--- src/rtl/counter_pkg.sv ---
// Shared constants, FSM state encoding and a power-of-ten helper for the BCD encoder.
// Latency: n/a (declarations only).
// Backpressure: n/a.
package counter_pkg;

    // Default binary width, matching the upstream up/down counter output
    localparam int DEF_WIDTH = 4;
    // Bits per BCD digit
    localparam int BCD_W     = 4;

    typedef enum logic [1:0] {
        IDLE   = 2'd0,
        SHIFT  = 2'd1,
        FINISH = 2'd2
    } state_t;

    // 10^d, used at elaboration to check that D digits can hold 2^N-1
    function automatic longint unsigned pow10(input int d);
        longint unsigned r;
        r = 64'd1;
        for (int i = 0; i < d; i++) begin
            r = r * 64'd10;
        end
        return r;
    endfunction

endpackage

--- src/rtl/counter_bcd_encoder_if.sv ---
// Request/result bundle between a binary counter source and the BCD encoder.
// Latency: n/a (wires only).
// Backpressure: none; the source watches busy/done and re-requests as needed.
interface counter_bcd_encoder_if
    import counter_pkg::*;
#(
    parameter int N = DEF_WIDTH,
    parameter int D = 2
);
    logic [N-1:0]       bin_in;
    logic               start;
    logic [BCD_W*D-1:0] bcd_out;
    logic               busy;
    logic               done;

    modport master (output bin_in, start, input bcd_out, busy, done);
    modport slave  (input bin_in, start, output bcd_out, busy, done);
endinterface

--- src/rtl/bcd_add3.sv ---
// Double-dabble correction cell: adds 3 to a BCD digit that is 5 or more.
// Latency: combinational.
// Backpressure: none.
module bcd_add3
    import counter_pkg::*;
(
    input  logic [BCD_W-1:0] din,
    output logic [BCD_W-1:0] dout
);
    assign dout = (din >= 4'd5) ? din + 4'd3 : din;
endmodule

--- src/rtl/counter_bcd_encoder.sv ---
// Binary-to-BCD encoder (shift-and-add-3); optional BCD_CHANGE_DETECT_EN auto-starts on a new input value.
// Latency: N+1 cycles from the start-sampling edge to the done pulse.
// Backpressure: start is ignored (not queued) while busy or finishing; bcd_out holds until the next result.
module counter_bcd_encoder
    import counter_pkg::*;
#(
    parameter int N = DEF_WIDTH,
    parameter int D = 2
)
(
    input logic                   clk,
    input logic                   clear,
    counter_bcd_encoder_if.slave  bus
);
    localparam int W  = BCD_W * D;
    localparam int CW = $clog2(N + 1);

    // D digits must be able to represent the largest N-bit value
    if (pow10(D) <= ((64'd1 << N) - 64'd1)) begin : g_bad_digits
        $error("counter_bcd_encoder: D=%0d digits cannot hold 2^%0d-1", D, N);
    end

    state_t          state;
    state_t          state_nxt;
    logic [N-1:0]    bin_sh;
    logic [W-1:0]    bcd_wk;
    logic [W-1:0]    bcd_adj;
    logic [CW-1:0]   cnt;
    logic [W-1:0]    bcd_q;
    logic            done_q;
    logic            busy;
    logic            go;

`ifdef BCD_CHANGE_DETECT_EN
    logic [N-1:0]    last_bin;
    assign go = bus.start | (bus.bin_in != last_bin);
`else
    assign go = bus.start;
`endif

    // One correction cell per working digit
    for (genvar g = 0; g < D; g++) begin : g_add3
        bcd_add3 u_add3 (
            .din  (bcd_wk[g*BCD_W +: BCD_W]),
            .dout (bcd_adj[g*BCD_W +: BCD_W])
        );
    end

    // State register; clear wins over everything and aborts a conversion
    always_ff @(posedge clk) begin
        if (clear) begin
            state <= IDLE;
        end else begin
            state <= state_nxt;
        end
    end

    // Next-state: one SHIFT per input bit, then one FINISH cycle
    always_comb begin
        state_nxt = state;
        case (state)
            IDLE:    if (go) state_nxt = SHIFT;
            SHIFT:   if (cnt == CW'(1)) state_nxt = FINISH;
            FINISH:  state_nxt = IDLE;
            default: state_nxt = IDLE;
        endcase
    end

    // Outputs: busy tracks the shifting phase only
    always_comb begin
        busy = 1'b0;
        if (state == SHIFT) busy = 1'b1;
    end

    // Datapath: capture, adjust-then-shift, publish the result on leaving FINISH
    always_ff @(posedge clk) begin
        if (clear) begin
            bin_sh   <= '0;
            bcd_wk   <= '0;
            cnt      <= '0;
            bcd_q    <= '0;
            done_q   <= 1'b0;
`ifdef BCD_CHANGE_DETECT_EN
            last_bin <= '0;
`endif
        end else begin
            done_q <= 1'b0;
            case (state)
                IDLE: begin
                    if (go) begin
                        bin_sh   <= bus.bin_in;
                        bcd_wk   <= '0;
                        cnt      <= CW'(N);
`ifdef BCD_CHANGE_DETECT_EN
                        last_bin <= bus.bin_in;
`endif
                    end
                end
                SHIFT: begin
                    {bcd_wk, bin_sh} <= {bcd_adj[W-2:0], bin_sh, 1'b0};
                    cnt              <= cnt - CW'(1);
                end
                FINISH: begin
                    bcd_q  <= bcd_wk;
                    done_q <= 1'b1;
                end
                default: ;
            endcase
        end
    end

    assign bus.bcd_out = bcd_q;
    assign bus.busy    = busy;
    assign bus.done    = done_q;

endmodule

--- src/flat_wrapper.sv ---
// flat-port wrapper written by rule: the top's interface ports become plain ports
module counter_bcd_encoder_flat import counter_pkg::*;
#(
    parameter int N = DEF_WIDTH,
    parameter int D = 2
)
  (clk, clear, bus_bin_in, bus_start, bus_bcd_out, bus_busy, bus_done);
  counter_bcd_encoder_if #(.N(N), .D(D)) bus_i ();
  input logic clk;
  input logic clear;
  input wire logic [$bits(bus_i.bin_in)-1:0] bus_bin_in;
  input wire logic [$bits(bus_i.start)-1:0] bus_start;
  output wire logic [$bits(bus_i.bcd_out)-1:0] bus_bcd_out;
  output wire logic [$bits(bus_i.busy)-1:0] bus_busy;
  output wire logic [$bits(bus_i.done)-1:0] bus_done;
  assign bus_i.bin_in = bus_bin_in;
  assign bus_i.start = bus_start;
  assign bus_bcd_out = bus_i.bcd_out;
  assign bus_busy = bus_i.busy;
  assign bus_done = bus_i.done;
  counter_bcd_encoder #(.N(N), .D(D)) u_core (.clk(clk), .clear(clear), .bus(bus_i));
endmodule
--- config.mk ---
export PLATFORM = sky130hd
export DESIGN_NAME = counter_bcd_encoder_flat
export DESIGN_NICKNAME = d
export VERILOG_FILES = /design/src/rtl/counter_pkg.sv /design/src/rtl/counter_bcd_encoder_if.sv /design/src/rtl/bcd_add3.sv /design/src/rtl/counter_bcd_encoder.sv /design/src/flat_wrapper.sv
export SDC_FILE = /design/constraint.sdc
export NUM_CORES = 1
export LEC_CHECK = 0
export CORE_MARGIN = 4
export CORE_UTILIZATION = 47
export DETAILED_ROUTE_END_ITERATION = 10
export GPL_TIMING_DRIVEN = 0
export PLACE_DENSITY = 0.73
export SLEW_MARGIN = 10
export SYNTH_ARGS = -nofsm -noshare
export SYNTH_HDL_FRONTEND = slang
export SYNTH_SLANG_ARGS = --single-unit
--- constraint.sdc ---
create_clock -name clk -period 1.3 [get_ports clk]
set_clock_uncertainty 0.1 [all_clocks]
set_input_delay 0.26 -clock clk [delete_from_list [all_inputs] [get_ports clk]]
set_output_delay 0.26 -clock clk [all_outputs]
set_load 0.05 [all_outputs]
# Word-level counts from Yosys, hierarchy flattened
# Cells that the tools add are included.
dict set report word_totals {
  elab_cells 33
  out_inout_bits 10
  ff_bits 26
}
dict set report op_classes {
  n_reduce_logical 4
  n_eq_ne 5
  mux 13
  magnitude_cmp 2
  n_addsub 3
}
# operator n
set op_table {}
lappend op_table {{8-bit one-hot mux with 2 select lines} 1}
lappend op_table {{4-bit by 3-bit greater-or-equal comparator with 1-bit output (second input constant)} 2}
lappend op_table {{4-bit two-way mux} 2}
lappend op_table {{8-bit two-way mux} 1}
lappend op_table {{4-bit one-hot mux with 2 select lines} 1}
lappend op_table {{3-bit two-way mux} 2}
lappend op_table {{3-bit one-hot mux with 2 select lines} 1}
lappend op_table {{4-bit by 2-bit adder with 4-bit output (second input constant)} 1}
lappend op_table {{2-bit two-way mux} 2}
lappend op_table {{2-bit one-hot mux with 2 select lines} 1}
lappend op_table {{2-bit AND reduction} 2}
lappend op_table {{3-bit by 2-bit adder with 3-bit output (second input constant)} 1}
lappend op_table {{3-bit by 1-bit == test with 1-bit output (second input constant)} 1}
lappend op_table {{3-bit by 1-bit subtractor with 3-bit output (second input constant)} 1}
lappend op_table {{2-bit by 1-bit == test with 1-bit output (second input constant)} 1}
lappend op_table {{2-bit == test (second input constant)} 1}
lappend op_table {{2-bit zero test} 1}
lappend op_table {{1-bit two-way mux} 2}
lappend op_table {{2-bit by 1-bit inequality test with 1-bit output (second input constant)} 1}
lappend op_table {{2-bit inequality test (second input constant)} 1}
lappend op_table {{2-bit nonzero test} 1}

# Depth between registers and ports, before layout
dict set report logic_depth {
  depth_word 3
  mapped_depth 6
  depth_no_buf 6
}

# Modules after synthesis
# From an unflattened synthesis, not the netlist that was laid out.
dict set report unflattened {
  hier_cells 134
  hier_area_um2 1206.2
}
# module seq_area_each_um2 area_each_um2 instances cells_each
set by_module_without_submodules {}
lappend by_module_without_submodules {counter_bcd_encoder 520.5 1003.5 1 102}
lappend by_module_without_submodules {bcd_add3 0.0 101.3 2 16}

# Least setup slack after synthesis
# No wires, ideal clock.
dict set report synth_path {
  path_kind {register to register}
  startpoint {reg u_core.bcd_wk[5]}
  endpoint {reg u_core.bcd_wk[6]}
  period_less_slack_ns 1.385
  setup_time_ns 0.117
  stages_incl_launch_ff 7
  n_path_buf 0
  arrival_ns 1.168
  setup_slack_ns -0.085
  required_time_ns 1.083
  cell_sequence {dfxtp_1 -> inv_1 -> ha_1 -> nand2b_1 -> a21oi_1 -> mux2i_1 -> a22o_1}
}
dict set report synth_via {
  elab_chain_len 3
  elab_cells_between_ends 4
}
# element line_no
set synth_lines {}
lappend synth_lines {{from (decl)} counter_bcd_encoder.sv:26} ;# logic [W-1:0] bcd_wk;
lappend synth_lines {{from (signal assigned)} counter_bcd_encoder.sv:100} ;# {bcd_wk, bin_sh} <= {bcd_adj[W-2:0], bin_sh, 1'b0};
lappend synth_lines {{4-bit by 3-bit greater-or-equal comparator with 1-bit output / 3-bit by 2-bit adder with 3-bit output (equally long branches)} bcd_add3.sv:10} ;# assign dout = (din >= 4'd5) ? din + 4'd3 : din;
lappend synth_lines {{3-bit two-way mux *} bcd_add3.sv:10}
lappend synth_lines {{8-bit one-hot mux with 2 select lines *} counter_bcd_encoder.sv:88} ;# case (state)
# Every way passes the cells marked *; elsewhere a longest branch is shown, timed or not.
# A chain may end at the register's enable or synchronous reset.

# Worst setup path after layout
dict set report layout_path {
  startpoint {reg u_core.bcd_wk[1]}
  endpoint {reg u_core.bcd_wk[4]}
}
dict set report layout_via {
  elab_chain_len 3
  elab_cells_between_ends 4
}
# element line_no
set layout_lines {}
lappend layout_lines {{4-bit by 2-bit adder with 4-bit output / 4-bit by 3-bit greater-or-equal comparator with 1-bit output (equally long branches)} bcd_add3.sv:10}
lappend layout_lines {{4-bit two-way mux *} bcd_add3.sv:10}
lappend layout_lines {{8-bit one-hot mux with 2 select lines *} counter_bcd_encoder.sv:88}
# Marked as above.

==> results.cfg <==
[status]
status = finished with violations
violations = negative setup slack

[synth]
yosysSeqAreaShare_pct = 43.2
yosysWarnings = 0
syn_nets = 148
synthCells = 135
synth_area_sq_um = 1210
ys_ff_latch = 26
yosysUniqueCellTypes = 33
synth.avg_cell_area_sq_um = 8.93

[clock_tree]
cts_tree = built
cts-hold-fix-buffers = 0
htreeDepth = 1
clk_pin_slew_ps = 140
insertion_delay_ps = 330
numClockSinks = 26
cts_buffers = 3
cts_buffer_depth = 2
cts_root_buf = clkbuf_4

[finish]
final_util_pct = 69.1
final_nets = 182
fin_area_sq_um = 1700
layout-drive-gt1-share_pct = 38.1
area_growth_pct = 40.7
antennaDiodeCount = 0
stdcell_count = 198

[min_path]
hold_path.class = reg2reg

[floorplanning]
floorplan.initialDensity_pct = 49.1
fp.dieH_um = 58.7
core_area_sq_um = 2450
fp.dieArea_sq_um = 3440
die_w_um = 58.7
num_io_pins = 17
num_rows = 18

[grt]
grt_pass1_vias = 1025
grtUsageTotal_pct = 17.6
grt_max_degree = 16
grt_pass1_wl_mm = 4.69
antenna_found_initial = 0
overflow = 0

[worst_setup_path]
ff2ff_path_depth = 7
arrival_ps = 1570
cp-startpoint = u_core.bcd_wk[1]
crit_fanout = 3
startpoint_type = flip-flop
critPathKind = reg2reg
crit_path_end = u_core.bcd_wk[4]
required_ps = 1440
r2r_start = u_core.bcd_wk[1]
r2r_setup_slack_ps = -130
cp-end-kind = flip-flop
reg2reg_to = u_core.bcd_wk[4]

[place]
routabilityCongestion = 0.823
placed_cells = 181
io_buffers = 16
place_area_sq_um = 1430
hpwl_mm = 1.79

[drt]
vias = 1071
wire_per_inst_um = 13.7
ant_nets = 0
wirelength_mm = 2.70
detail_route.vias_per_cell = 5.41
drt-initial-drc-count = 35
first_pass_iters = 4
drcViolationCount = 0

[sta]
finalMaxSlewViolations = 0
rsz0062_at_grt = yes
hold_viol = 0
setup_slack_ps = -133
fin_setup_tns_ps = -406
fin_crit_ps = 1430
finalSetupViolations = 5
fin_crit_sh_pct = 110
worst_pin_slew_ps = 466
clock.fmax_mhz = 698
max-slew-margin-rel_pct = 68.9

[pwr]
vdd_drop_max_v = 0.000751
power_w = 0.00167
power.leakage_nw = 0.667
powerDensity_nw_per_um2 = 986

[run]
cap_violations = 0
==> critical path, stage by stage, from the launching register on <==
cell      delay, ps
dfxtp_2         380
inv_4            50
ha_4            140
nand2b_4        140
a21oi_4         170
buf_4           140
nor2_2           30
a22o_1          180
==> where the power goes <==
| group | internal [W] | switching [W] | total, W | leakage, nW |
|---|---|---|---|---|
| clock network | 0.000312 | 0.000255 | 0.000567 | 0.0279 |
| registers | 0.000822 | 0.0000217 | 0.000843 | 0.215 |
| logic | 0.000118 | 0.000145 | 0.000263 | 0.424 |
| total | 0.00125 | 0.000422 | 0.00167 | 0.667 |
==> cell type report <==
type | count | area [sq um]
well taps | 30 | 37.5
clock buffers | 3 | 22.5
multi-input cells | 91 | 727
plain buffers | 4 | 27.5
repair buffers | 30 | 254
fillers | 184 | 758
clock inverters | 1 | 30.0
inverters | 13 | 61.3
flip-flops and latches | 26 | 537
==> flip-flops by register name, summed over array words and instances (netlist names) <==
register	flops
u_core.bcd_wk	8
u_core.bin_sh	4
u_core.bus.bcd_out	8
u_core.bus.done	1
u_core.cnt	3
u_core.state	2
==> cells by family (layout without fill, tap and decap cells) <==
family | Yosys count | in the layout | synth area share (%)
AOI/OAI and AO/OA | 39 | 39 | 22.6
and+or+nand+nor | 41 | 41 | 17.4
adders and majority gates | 6 | 6 | 6.22
xor gates and xnor gates | 3 | 3 | 2.18
muxes | 2 | 2 | 1.66
DFF | 26 | 26 | 43.2
buffers and inverters | 18 | 51 | 6.74
==> cells in the mapped netlist (all sizes together) <==
cell     number  share of area, %
a22o          5               3.6
mux2i         2               1.7
a2111oi       1               2.3
a22oi         2               1.2
xor2          1              0.73
a21oi        18               7.8
nand3b        1              0.62
nand2        17               5.5
nand2b        4               2.1
buf           4               2.2
clkbuf        1              0.31
nand3         2              0.83
dfxtp        26                43
and3          1              0.52
nor2         11               4.0
xnor2         2               1.5
o22ai         3               1.6
o21bai        1               1.6
a211oi        1              0.62
nor3          2               1.7
nor2b         3               2.2
ha            6               6.2
o21ai         6               2.5
inv          13               4.3
a221oi        1              0.73
a311oi        1              0.73
==> worst min path at each step <==
stage	start	to	slack (ps)	cells past startpoint
6_report	u_core.bus.bcd_out[5]	u_core.bus.bcd_out[5]	370	2
2_1_floorplan	u_core.cnt[1]	u_core.cnt[1]	350	2
4_1_cts	u_core.bus.bcd_out[5]	u_core.bus.bcd_out[5]	370	2
5_1_grt	u_core.bus.bcd_out[0]	u_core.bus.bcd_out[0]	390	2
3_3_place_gp	u_core.bus.bcd_out[6]	u_core.bus.bcd_out[6]	340	2
3_5_place_dp	u_core.bus.bcd_out[0]	u_core.bus.bcd_out[0]	350	2
==> layer usage <==
metal	vias to the layer above	track usage [%]	share of wire (%)
met5	-	0	0
met1	515	22.9	44
met4	0	4.85	0.85
li1	530	-	-
met2	22	30.0	51
met3	4	2.85	4.2
==> cells in the final DEF, fill, tap and decap left out, drive strengths merged <==
cell type,synthesis,routed
clkbuf,1,5
inv,13,13
a221oi,1,1
nand2,17,17
a21oi,18,18
mux2i,2,2
o21bai,1,1
and3,1,1
bufinv,0,1
nor3,2,2
o22ai,3,3
a22oi,2,2
xnor2,2,2
buf,4,26
ha,6,6
o21ai,6,6
a22o,5,5
nor2b,3,3
nand3,2,2
dfxtp,26,26
clkdlybuf4s50,0,5
a211oi,1,1
a2111oi,1,1
nor2,11,11
xor2,1,1
nand2b,4,4
a311oi,1,1
nand3b,1,1
dlygate4sd2,0,1
==> repair_timing <==
action / 4_1_cts / 5_1_grt
resized for setup: 81 / 24
buffers inserted: 11 / 3
setup endpoints to repair: 16 / 28
pin swaps: 5 / 2
==> per-stage QoR <==
| stage | hold slack [ps] | setup WS, ps |
|---|---|---|
| after floorplan | 354 | -10.8 |
| after global placement | 342 | -677 |
| after detailed placement | 349 | -686 |
| after CTS | 366 | -165 |
| after global routing | 394 | -190 |
| final | 365 | -133 |
Power figures use the tool's default switching activity.
